<file path="src/rtl/regread_stage_pkg.sv">
// Shared types for the register-read stage: beat tag, burst FSM states, beat width.
package regread_stage_pkg;

  localparam int WIDTH_BEAT = 8;

  typedef enum logic [0:0] {
    ST_IDLE  = 1'b0,
    ST_BURST = 1'b1
  } burst_state_e;

  typedef struct packed {
    logic                  slice;
    logic                  first;
    logic                  last;
    logic                  masked;
    logic [WIDTH_BEAT-1:0] beat;
  } rr_tag_t;

  function automatic logic [WIDTH_BEAT-1:0] beat_sat_inc(input logic [WIDTH_BEAT-1:0] b);
    return (&b) ? b : b + {{(WIDTH_BEAT-1){1'b0}}, 1'b1};
  endfunction

endpackage

</file>
<file path="src/rtl/regread_stage_if.sv">
// Downstream operand bus of the register-read stage (valid/stall handshake plus beat tags).
interface regread_stage_if #(
  parameter int WIDTH_DATA = 32,
  parameter int WIDTH_BEAT = regread_stage_pkg::WIDTH_BEAT
);
  logic                  O_Valid;
  logic [WIDTH_DATA-1:0] O_Data;
  logic                  O_Slice;
  logic                  O_First;
  logic                  O_Last;
  logic [WIDTH_BEAT-1:0] O_Beat;
  logic                  I_Stall;

  modport master (
    output O_Valid, O_Data, O_Slice, O_First, O_Last, O_Beat,
    input  I_Stall
  );

  modport slave (
    input  O_Valid, O_Data, O_Slice, O_First, O_Last, O_Beat,
    output I_Stall
  );
endinterface

</file>
<file path="src/rtl/regread_fifo.sv">
// Generic synchronous FIFO (power-of-two depth) with occupancy count and full/empty flags.
module regread_fifo #(
  parameter int WIDTH = 8,
  parameter int DEPTH = 2
) (
  input  logic                   clock,
  input  logic                   reset,
  input  logic                   push_i,
  input  logic [WIDTH-1:0]       data_i,
  input  logic                   pop_i,
  output logic [WIDTH-1:0]       data_o,
  output logic [$clog2(DEPTH):0] count_o,
  output logic                   full_o,
  output logic                   empty_o
);
  localparam int AW = $clog2(DEPTH);

  logic [WIDTH-1:0] mem_q [DEPTH];
  logic [AW-1:0]    wr_ptr_q;
  logic [AW-1:0]    rd_ptr_q;
  logic [AW:0]      count_q;
  logic             do_push_s;
  logic             do_pop_s;

  assign full_o    = (count_q == (AW+1)'(DEPTH));
  assign empty_o   = (count_q == '0);
  assign do_push_s = push_i & ~full_o;
  assign do_pop_s  = pop_i & ~empty_o;
  assign data_o    = mem_q[rd_ptr_q];
  assign count_o   = count_q;

  // Entry storage; an empty slot's contents are never observed downstream.
  always_ff @(posedge clock) begin
    if (do_push_s) begin
      mem_q[wr_ptr_q] <= data_i;
    end
  end

  always_ff @(posedge clock) begin
    if (reset) begin
      wr_ptr_q <= '0;
      rd_ptr_q <= '0;
      count_q  <= '0;
    end else begin
      if (do_push_s) wr_ptr_q <= wr_ptr_q + AW'(1);
      if (do_pop_s)  rd_ptr_q <= rd_ptr_q + AW'(1);
      case ({do_push_s, do_pop_s})
        2'b10:   count_q <= count_q + (AW+1)'(1);
        2'b01:   count_q <= count_q - (AW+1)'(1);
        default: count_q <= count_q;
      endcase
    end
  end
endmodule

</file>
<file path="src/rtl/regread_stage_chk.sv">
// Simulation checks for the register-read stage: credit overflow and slice protocol.
module regread_stage_chk (
  input logic clock,
  input logic reset,
  input logic push_i,
  input logic full_i,
  input logic proto_err_i
);
  a_no_push_full: assert property (@(posedge clock) disable iff (reset) !(push_i && full_i))
    else $error("regread_stage: push into full skid FIFO");

  a_slice_proto: assert property (@(posedge clock) disable iff (reset) !proto_err_i)
    else $error("regread_stage: scalar beat accepted inside slice burst");
endmodule

</file>
<file path="src/rtl/regread_stage.sv">
// Register-read stage: issues RF reads for index beats, captures 1-cycle-latency data into a
// credit-controlled skid FIFO and tags slice bursts with first/last/beat number.
module regread_stage
  import regread_stage_pkg::*;
#(
  parameter int WIDTH_INDEX = 7,
  parameter int WIDTH_DATA  = 32,
  parameter int DEPTH_BUF   = 2
) (
  input  logic                   clock,
  input  logic                   reset,
  input  logic                   I_Req,
  input  logic                   I_Slice,
  input  logic                   I_Last,
  input  logic                   I_Masked,
  input  logic [WIDTH_INDEX-1:0] I_Index,
  output logic                   O_Stall,
  output logic                   O_RF_Req,
  output logic [WIDTH_INDEX-1:0] O_RF_Index,
  input  logic [WIDTH_DATA-1:0]  I_RF_Data,
  regread_stage_if.master        ds
);
  localparam int WIDTH_CNT  = $clog2(DEPTH_BUF) + 1;
  localparam int WIDTH_FIFO = WIDTH_DATA + $bits(rr_tag_t);

  typedef struct packed {
    logic    valid;
    rr_tag_t tag;
  } preg_t;

  preg_t                  p_q, p_d;
  burst_state_e           state_q, state_d;
  logic [WIDTH_BEAT-1:0]  beat_q, beat_d;
  rr_tag_t                tag_s;
  logic                   accept_s;
  logic                   proto_err_s;
  logic                   push_s;
  logic                   pop_s;
  logic                   valid_s;
  logic [WIDTH_DATA-1:0]  push_data_s;
  logic [WIDTH_DATA-1:0]  head_data_s;
  rr_tag_t                head_tag_s;
  logic [WIDTH_FIFO-1:0]  fifo_out_s;
  logic [WIDTH_CNT-1:0]   fifo_count_s;
  logic                   fifo_full_s;
  logic                   fifo_empty_s;
  logic [WIDTH_CNT:0]     credit_s;

  // Stored entries plus the read in flight must never exceed the FIFO depth.
  assign credit_s   = {1'b0, fifo_count_s} + {{WIDTH_CNT{1'b0}}, p_q.valid};
  assign O_Stall    = (credit_s >= (WIDTH_CNT+1)'(DEPTH_BUF));
  assign accept_s   = I_Req & ~O_Stall & ~reset;
  assign O_RF_Req   = accept_s & ~I_Masked;
  assign O_RF_Index = I_Index;

  always_ff @(posedge clock) begin
    if (reset) begin
      state_q <= ST_IDLE;
      beat_q  <= '0;
    end else begin
      state_q <= state_d;
      beat_q  <= beat_d;
    end
  end

  // Burst sequencing; beat_q holds the beat number of the last accepted burst beat.
  always_comb begin
    state_d     = state_q;
    beat_d      = beat_q;
    proto_err_s = 1'b0;
    if (accept_s) begin
      case (state_q)
        ST_IDLE: begin
          beat_d = '0;
          if (I_Slice && !I_Last) begin
            state_d = ST_BURST;
          end else begin
            state_d = ST_IDLE;
          end
        end
        ST_BURST: begin
          if (!I_Slice) begin
            proto_err_s = 1'b1;
            state_d     = ST_IDLE;
            beat_d      = '0;
          end else if (I_Last) begin
            state_d = ST_IDLE;
            beat_d  = '0;
          end else begin
            state_d = ST_BURST;
            beat_d  = beat_sat_inc(beat_q);
          end
        end
        default: begin
          state_d = ST_IDLE;
          beat_d  = '0;
        end
      endcase
    end else begin
      state_d = state_q;
      beat_d  = beat_q;
    end
  end

  always_comb begin
    tag_s        = '0;
    tag_s.masked = I_Masked;
    case (state_q)
      ST_IDLE: begin
        if (I_Slice) begin
          tag_s.slice = 1'b1;
          tag_s.first = 1'b1;
          tag_s.last  = I_Last;
        end else begin
          tag_s.slice = 1'b0;
        end
      end
      ST_BURST: begin
        if (I_Slice) begin
          tag_s.slice = 1'b1;
          tag_s.last  = I_Last;
          tag_s.beat  = beat_sat_inc(beat_q);
        end else begin
          tag_s.slice = 1'b0;
        end
      end
      default: tag_s.slice = 1'b0;
    endcase
  end

  always_comb begin
    p_d       = '0;
    p_d.valid = accept_s;
    p_d.tag   = tag_s;
  end

  always_ff @(posedge clock) begin
    if (reset) begin
      p_q <= '0;
    end else begin
      p_q <= p_d;
    end
  end

  assign push_s      = p_q.valid;
  assign push_data_s = p_q.tag.masked ? '0 : I_RF_Data;
  assign valid_s     = ~fifo_empty_s;
  assign pop_s       = valid_s & ~ds.I_Stall;

  regread_fifo #(
    .WIDTH (WIDTH_FIFO),
    .DEPTH (DEPTH_BUF)
  ) u_fifo (
    .clock   (clock),
    .reset   (reset),
    .push_i  (push_s),
    .data_i  ({push_data_s, p_q.tag}),
    .pop_i   (pop_s),
    .data_o  (fifo_out_s),
    .count_o (fifo_count_s),
    .full_o  (fifo_full_s),
    .empty_o (fifo_empty_s)
  );

  assign {head_data_s, head_tag_s} = fifo_out_s;

  // Outputs read as zero whenever no entry is presented.
  assign ds.O_Valid = valid_s;
  assign ds.O_Data  = (valid_s & ~head_tag_s.masked) ? head_data_s : '0;
  assign ds.O_Slice = valid_s & head_tag_s.slice;
  assign ds.O_First = valid_s & head_tag_s.first;
  assign ds.O_Last  = valid_s & head_tag_s.last;
  assign ds.O_Beat  = valid_s ? head_tag_s.beat : '0;

  regread_stage_chk u_chk (
    .clock       (clock),
    .reset       (reset),
    .push_i      (push_s),
    .full_i      (fifo_full_s),
    .proto_err_i (proto_err_s)
  );
endmodule

</file>
<file path="src/flat_wrapper.sv">
// flat-port wrapper written by rule: the top's interface ports become plain ports
module regread_stage_flat import regread_stage_pkg::*;
#(
  parameter int WIDTH_INDEX = 7,
  parameter int WIDTH_DATA  = 32,
  parameter int DEPTH_BUF   = 2
)
  (clock, reset, I_Req, I_Slice, I_Last, I_Masked, I_Index, O_Stall, O_RF_Req, O_RF_Index, I_RF_Data, ds_O_Valid, ds_O_Data, ds_O_Slice, ds_O_First, ds_O_Last, ds_O_Beat, ds_I_Stall);
  regread_stage_if #(.WIDTH_DATA(WIDTH_DATA), .WIDTH_BEAT((8))) ds_i ();
  input  logic clock;
  input  logic reset;
  input  logic I_Req;
  input  logic I_Slice;
  input  logic I_Last;
  input  logic I_Masked;
  input  logic [WIDTH_INDEX-1:0] I_Index;
  output logic O_Stall;
  output logic O_RF_Req;
  output logic [WIDTH_INDEX-1:0] O_RF_Index;
  input  logic [WIDTH_DATA-1:0] I_RF_Data;
  output wire logic [$bits(ds_i.O_Valid)-1:0] ds_O_Valid;
  output wire logic [$bits(ds_i.O_Data)-1:0] ds_O_Data;
  output wire logic [$bits(ds_i.O_Slice)-1:0] ds_O_Slice;
  output wire logic [$bits(ds_i.O_First)-1:0] ds_O_First;
  output wire logic [$bits(ds_i.O_Last)-1:0] ds_O_Last;
  output wire logic [$bits(ds_i.O_Beat)-1:0] ds_O_Beat;
  input wire logic [$bits(ds_i.I_Stall)-1:0] ds_I_Stall;
  assign ds_O_Valid = ds_i.O_Valid;
  assign ds_O_Data = ds_i.O_Data;
  assign ds_O_Slice = ds_i.O_Slice;
  assign ds_O_First = ds_i.O_First;
  assign ds_O_Last = ds_i.O_Last;
  assign ds_O_Beat = ds_i.O_Beat;
  assign ds_i.I_Stall = ds_I_Stall;
  regread_stage #(.WIDTH_INDEX(WIDTH_INDEX), .WIDTH_DATA(WIDTH_DATA), .DEPTH_BUF(DEPTH_BUF)) u_core (.clock(clock), .reset(reset), .I_Req(I_Req), .I_Slice(I_Slice), .I_Last(I_Last), .I_Masked(I_Masked), .I_Index(I_Index), .O_Stall(O_Stall), .O_RF_Req(O_RF_Req), .O_RF_Index(O_RF_Index), .I_RF_Data(I_RF_Data), .ds(ds_i));
endmodule
</file>
<file path="config.mk">
export PLATFORM = sky130hd
export DESIGN_NAME = regread_stage_flat
export DESIGN_NICKNAME = d
export VERILOG_FILES = /design/src/rtl/regread_stage_pkg.sv /design/src/rtl/regread_stage_if.sv /design/src/rtl/regread_fifo.sv /design/src/rtl/regread_stage_chk.sv /design/src/rtl/regread_stage.sv /design/src/flat_wrapper.sv
export SDC_FILE = /design/constraint.sdc
export NUM_CORES = 1
export LEC_CHECK = 0
export BUFFER_PORTS_ARGS = -buffer_cell sky130_fd_sc_hd__buf_4
export CORE_AREA = 4 4 99 101
export CTS_CLUSTER_SIZE = 14
export DETAILED_ROUTE_END_ITERATION = 10
export DIE_AREA = 0 0 103 105
export PLACE_DENSITY = 0.76
export SLEW_MARGIN = 20
export SYNTH_ARGS = -nofsm -noshare
export SYNTH_HDL_FRONTEND = slang
export SYNTH_SLANG_ARGS = --single-unit
</file>
<file path="constraint.sdc">
create_clock -name clock -period 4.1 [get_ports clock]
set_clock_uncertainty 0.05 [all_clocks]
set_input_delay 0.205 -clock clock [delete_from_list [all_inputs] [get_ports clock]]
set_output_delay 0.205 -clock clock [all_outputs]
set_load 0.01 [all_outputs]
</file>
==> out/summary.txt <==
Fraction of layout cells with a size suffix above 1: 0.264
Fillcell total: 628
Final instance area: 6270 sq um
Register bit total from synthesis: 115
Worst path required time: 3.85 ns
Vias in the first global route: 3,067
Worst Tran Pin Value: 1.04 ns
Unique masters post-synth: 38
Hold Crit Class: input pin to flop
Synth Net Count: 410
Antenna violations before repair: 0
Mapped Avg Cell Area: 13.0 sq um
Max Cap Violations: 0
Die Wd: 103 um
First-pass GRT wire length: 14,900 um
Placer Congestion: 0.869
Lkg Pwr: 2.33 nW
Final setup viols: 0
TNS Setup: 0 ns
IO Port Bufs: 84
Largest net degree at the start of global routing: 44
Cells on Worst Hold Path: 2
Final min period: 2.74 ns
Slew headroom: 0.302
DRC viols: 0
# nets final: 519
Worst setup SP type: flop
Routed WL: 9360 um
CP arrival: 2.48 ns
CP max FO: 32
Maximum VDD drop: 326 uV
Tot Pwr: 3.69 mW
Area Overhead vs Synth: 33.1%
Synth Cell Area: 4710 sq um
Sequential area share after synthesis: 0.676
DR vias/cell: 5.16
Number of synthesized flops with an enable pin: 88
Unrepaired setup endpoints after global routing: no
Remaining global-route overflow: 0
Primary FF master, synth: edfxtp_1
Worst-path clk slew: 0.06 ns
HPWL after detailed placement: 5660 um
Std-Cell Rows: 35
DRT Pass-1 Iters: 4
Mapped Cells: 362
R2R depth: 6
Ant. Diodes: 0
Core Util, Final: 0.695
CTS max path bufs: 2
CTS tree: done
Post-CTS sizing: 0
Pwr Density: 589 nW/um^2
Crit. End Element: output pin
Initial core utilization: 0.522
Gr usage total: 0.183
First-iteration detailed-routing DRC count: 137
Outcome: completed
CORE AREA: 9020 sq um
Period utilization: 0.667
Die Span Y: 105 um
Post-CTS Hold Buffers: 25
Post-DRT Antenna Nets: 0
Worst-skew pair later-pin latency: 0.51 ns
Vias after detailed routing: 3,070
Hold Vio Cnt, Final: 0
CTS buffer count: 17
H-tree levels: 4
Root Buffer: clkbuf_8
Warnings, synthesis: 0
Max Clk Rate: 366 MHz
Max Slew Vio Count: 0
Clk sinks: 115
Async SR Flop Fraction: 0
DP Area: 5400 sq um
WS Path Type: flop to output pin
DR WL/cell: 15.7 um
# IOs: 99
Post-CTS Setup Inserts: 0
Total die area: 10,800 sq um
==> worst max-delay path, cell delays in order, from the launching register on <==
cell	delay, ns
dfxtp_1	0.46
nor2_1	0.07
buf_4	0.19
inv_1	0.09
nand2_1	0.60
nor2_1	0.39
buf_4	0.17
==> final timing paths <==
path                                                             from                                   end  slack [ns]
worst max-delay path            u_core.u_fifo.count_o[0]$_SDFFE_PP0P_                          ds_O_Data[0]        1.36
worst min-delay path                                    I_RF_Data[30]  u_core.u_fifo.mem_q[0][42]$_DFFE_PP_        0.01
worst max register to register  u_core.u_fifo.count_o[0]$_SDFFE_PP0P_         u_core.beat_q[2]$_SDFFE_PP0P_        1.67
worst min register to register               u_core.p_q[9]$_SDFF_PP0_   u_core.u_fifo.mem_q[1][9]$_DFFE_PP_        0.38
==> kinds of logic (layout without fill, tap and decap cells) <==
| family | count (synthesis) | count (layout) | synth area share |
|---|---|---|---|
| xor gates and xnor gates | 7 | 7 | 0.0130 |
| muxes | 44 | 44 | 0.0935 |
| buffers and inverters | 33 | 155 | 0.0348 |
| and+or+nand+nor | 134 | 134 | 0.143 |
| AOI/OAI and AO/OA | 27 | 27 | 0.0345 |
| adders and majority gates | 2 | 2 | 0.00531 |
| DFF | 115 | 115 | 0.676 |
==> cells in the mapped netlist, drive strengths merged, types with 2 or more instances <==
cell / count / share of area
edfxtp: 88 / 0.56
mux2i: 44 / 0.094
and3: 2 / 0.0027
nor2b: 36 / 0.048
inv: 8 / 0.0064
o211ai: 2 / 0.0032
buf: 16 / 0.021
o21ai: 10 / 0.011
or4: 2 / 0.0032
nor3: 5 / 0.0064
nor2: 61 / 0.049
dfxtp: 27 / 0.11
a21oi: 11 / 0.014
xor2: 3 / 0.0056
xnor2: 4 / 0.0074
clkbuf: 9 / 0.0074
nand2b: 2 / 0.0027
ha: 2 / 0.0053
nand3: 7 / 0.0074
nand2: 11 / 0.010
==> cells in the final DEF (no fill, tap or decap), drive strengths merged, types with 3 or more instances in the layout <==
cell / instances
buf: 89
nor3: 5
xor2: 3
a21oi: 11
edfxtp: 88
clkbuf: 17
nor2: 61
xnor2: 4
o21ai: 10
dfxtp: 27
nor2b: 36
nand3: 7
mux2i: 44
clkinv: 3
bufinv: 3
inv: 15
dlygate4sd3: 26
nand2: 11
==> flip-flops by register name, indices dropped and copies added (netlist names), named ones only <==
register	count
u_core.u_fifo.count_o	2
u_core.u_fifo.rd_ptr_q	1
u_core.state_q	1
u_core.beat_q	8
u_core.p_q	12
u_core.u_fifo.mem_q	88
u_core.u_fifo.wr_ptr_q	1
u_core.push_s	1
==> routing by layer <==
layer	track usage	vias to the layer above	part of all wire
met5	0	-	0
met1	0.207	1456	0.40
li1	-	1497	-
met2	0.311	87	0.52
met3	0.0621	30	0.058
met4	0.0722	0	0.027
==> cell type report <==
type                            instances  area (sq um)  area share
Sequential cell                       115          3180       0.508
Multi-Input combinational cell        214          1380       0.220
Timing Repair Buffer                  115           928       0.148
Clock buffer                           17           414      0.0661
Clock inverter                         15           195      0.0311
Tap cell                              111           139      0.0222
Inverter                                8          30.0     0.00479
==> power by group <==
group	switching [mW]	leakage (nW)	internal [mW]	total [mW]
Clock	0.547	0.293	0.942	1.49
Combinational	0.428	1.00	0.351	0.778
Sequential	0.0408	1.03	1.38	1.42
Total	1.02	2.33	2.67	3.69
==> per-stage QoR <==
step | cells | worst slack, ns | hold WS, ns
floorplan | 362 | 1.08 | 0.265
global placement | 537 | 1.82 | 0.358
detailed placement | 537 | 1.75 | 0.360
CTS | 594 | 1.30 | 0.00111
global route | 595 | 1.17 | 0.00681
finish | 595 | 1.36 | 0.0117
No activity file was read; power rests on OpenSTA's default activity.
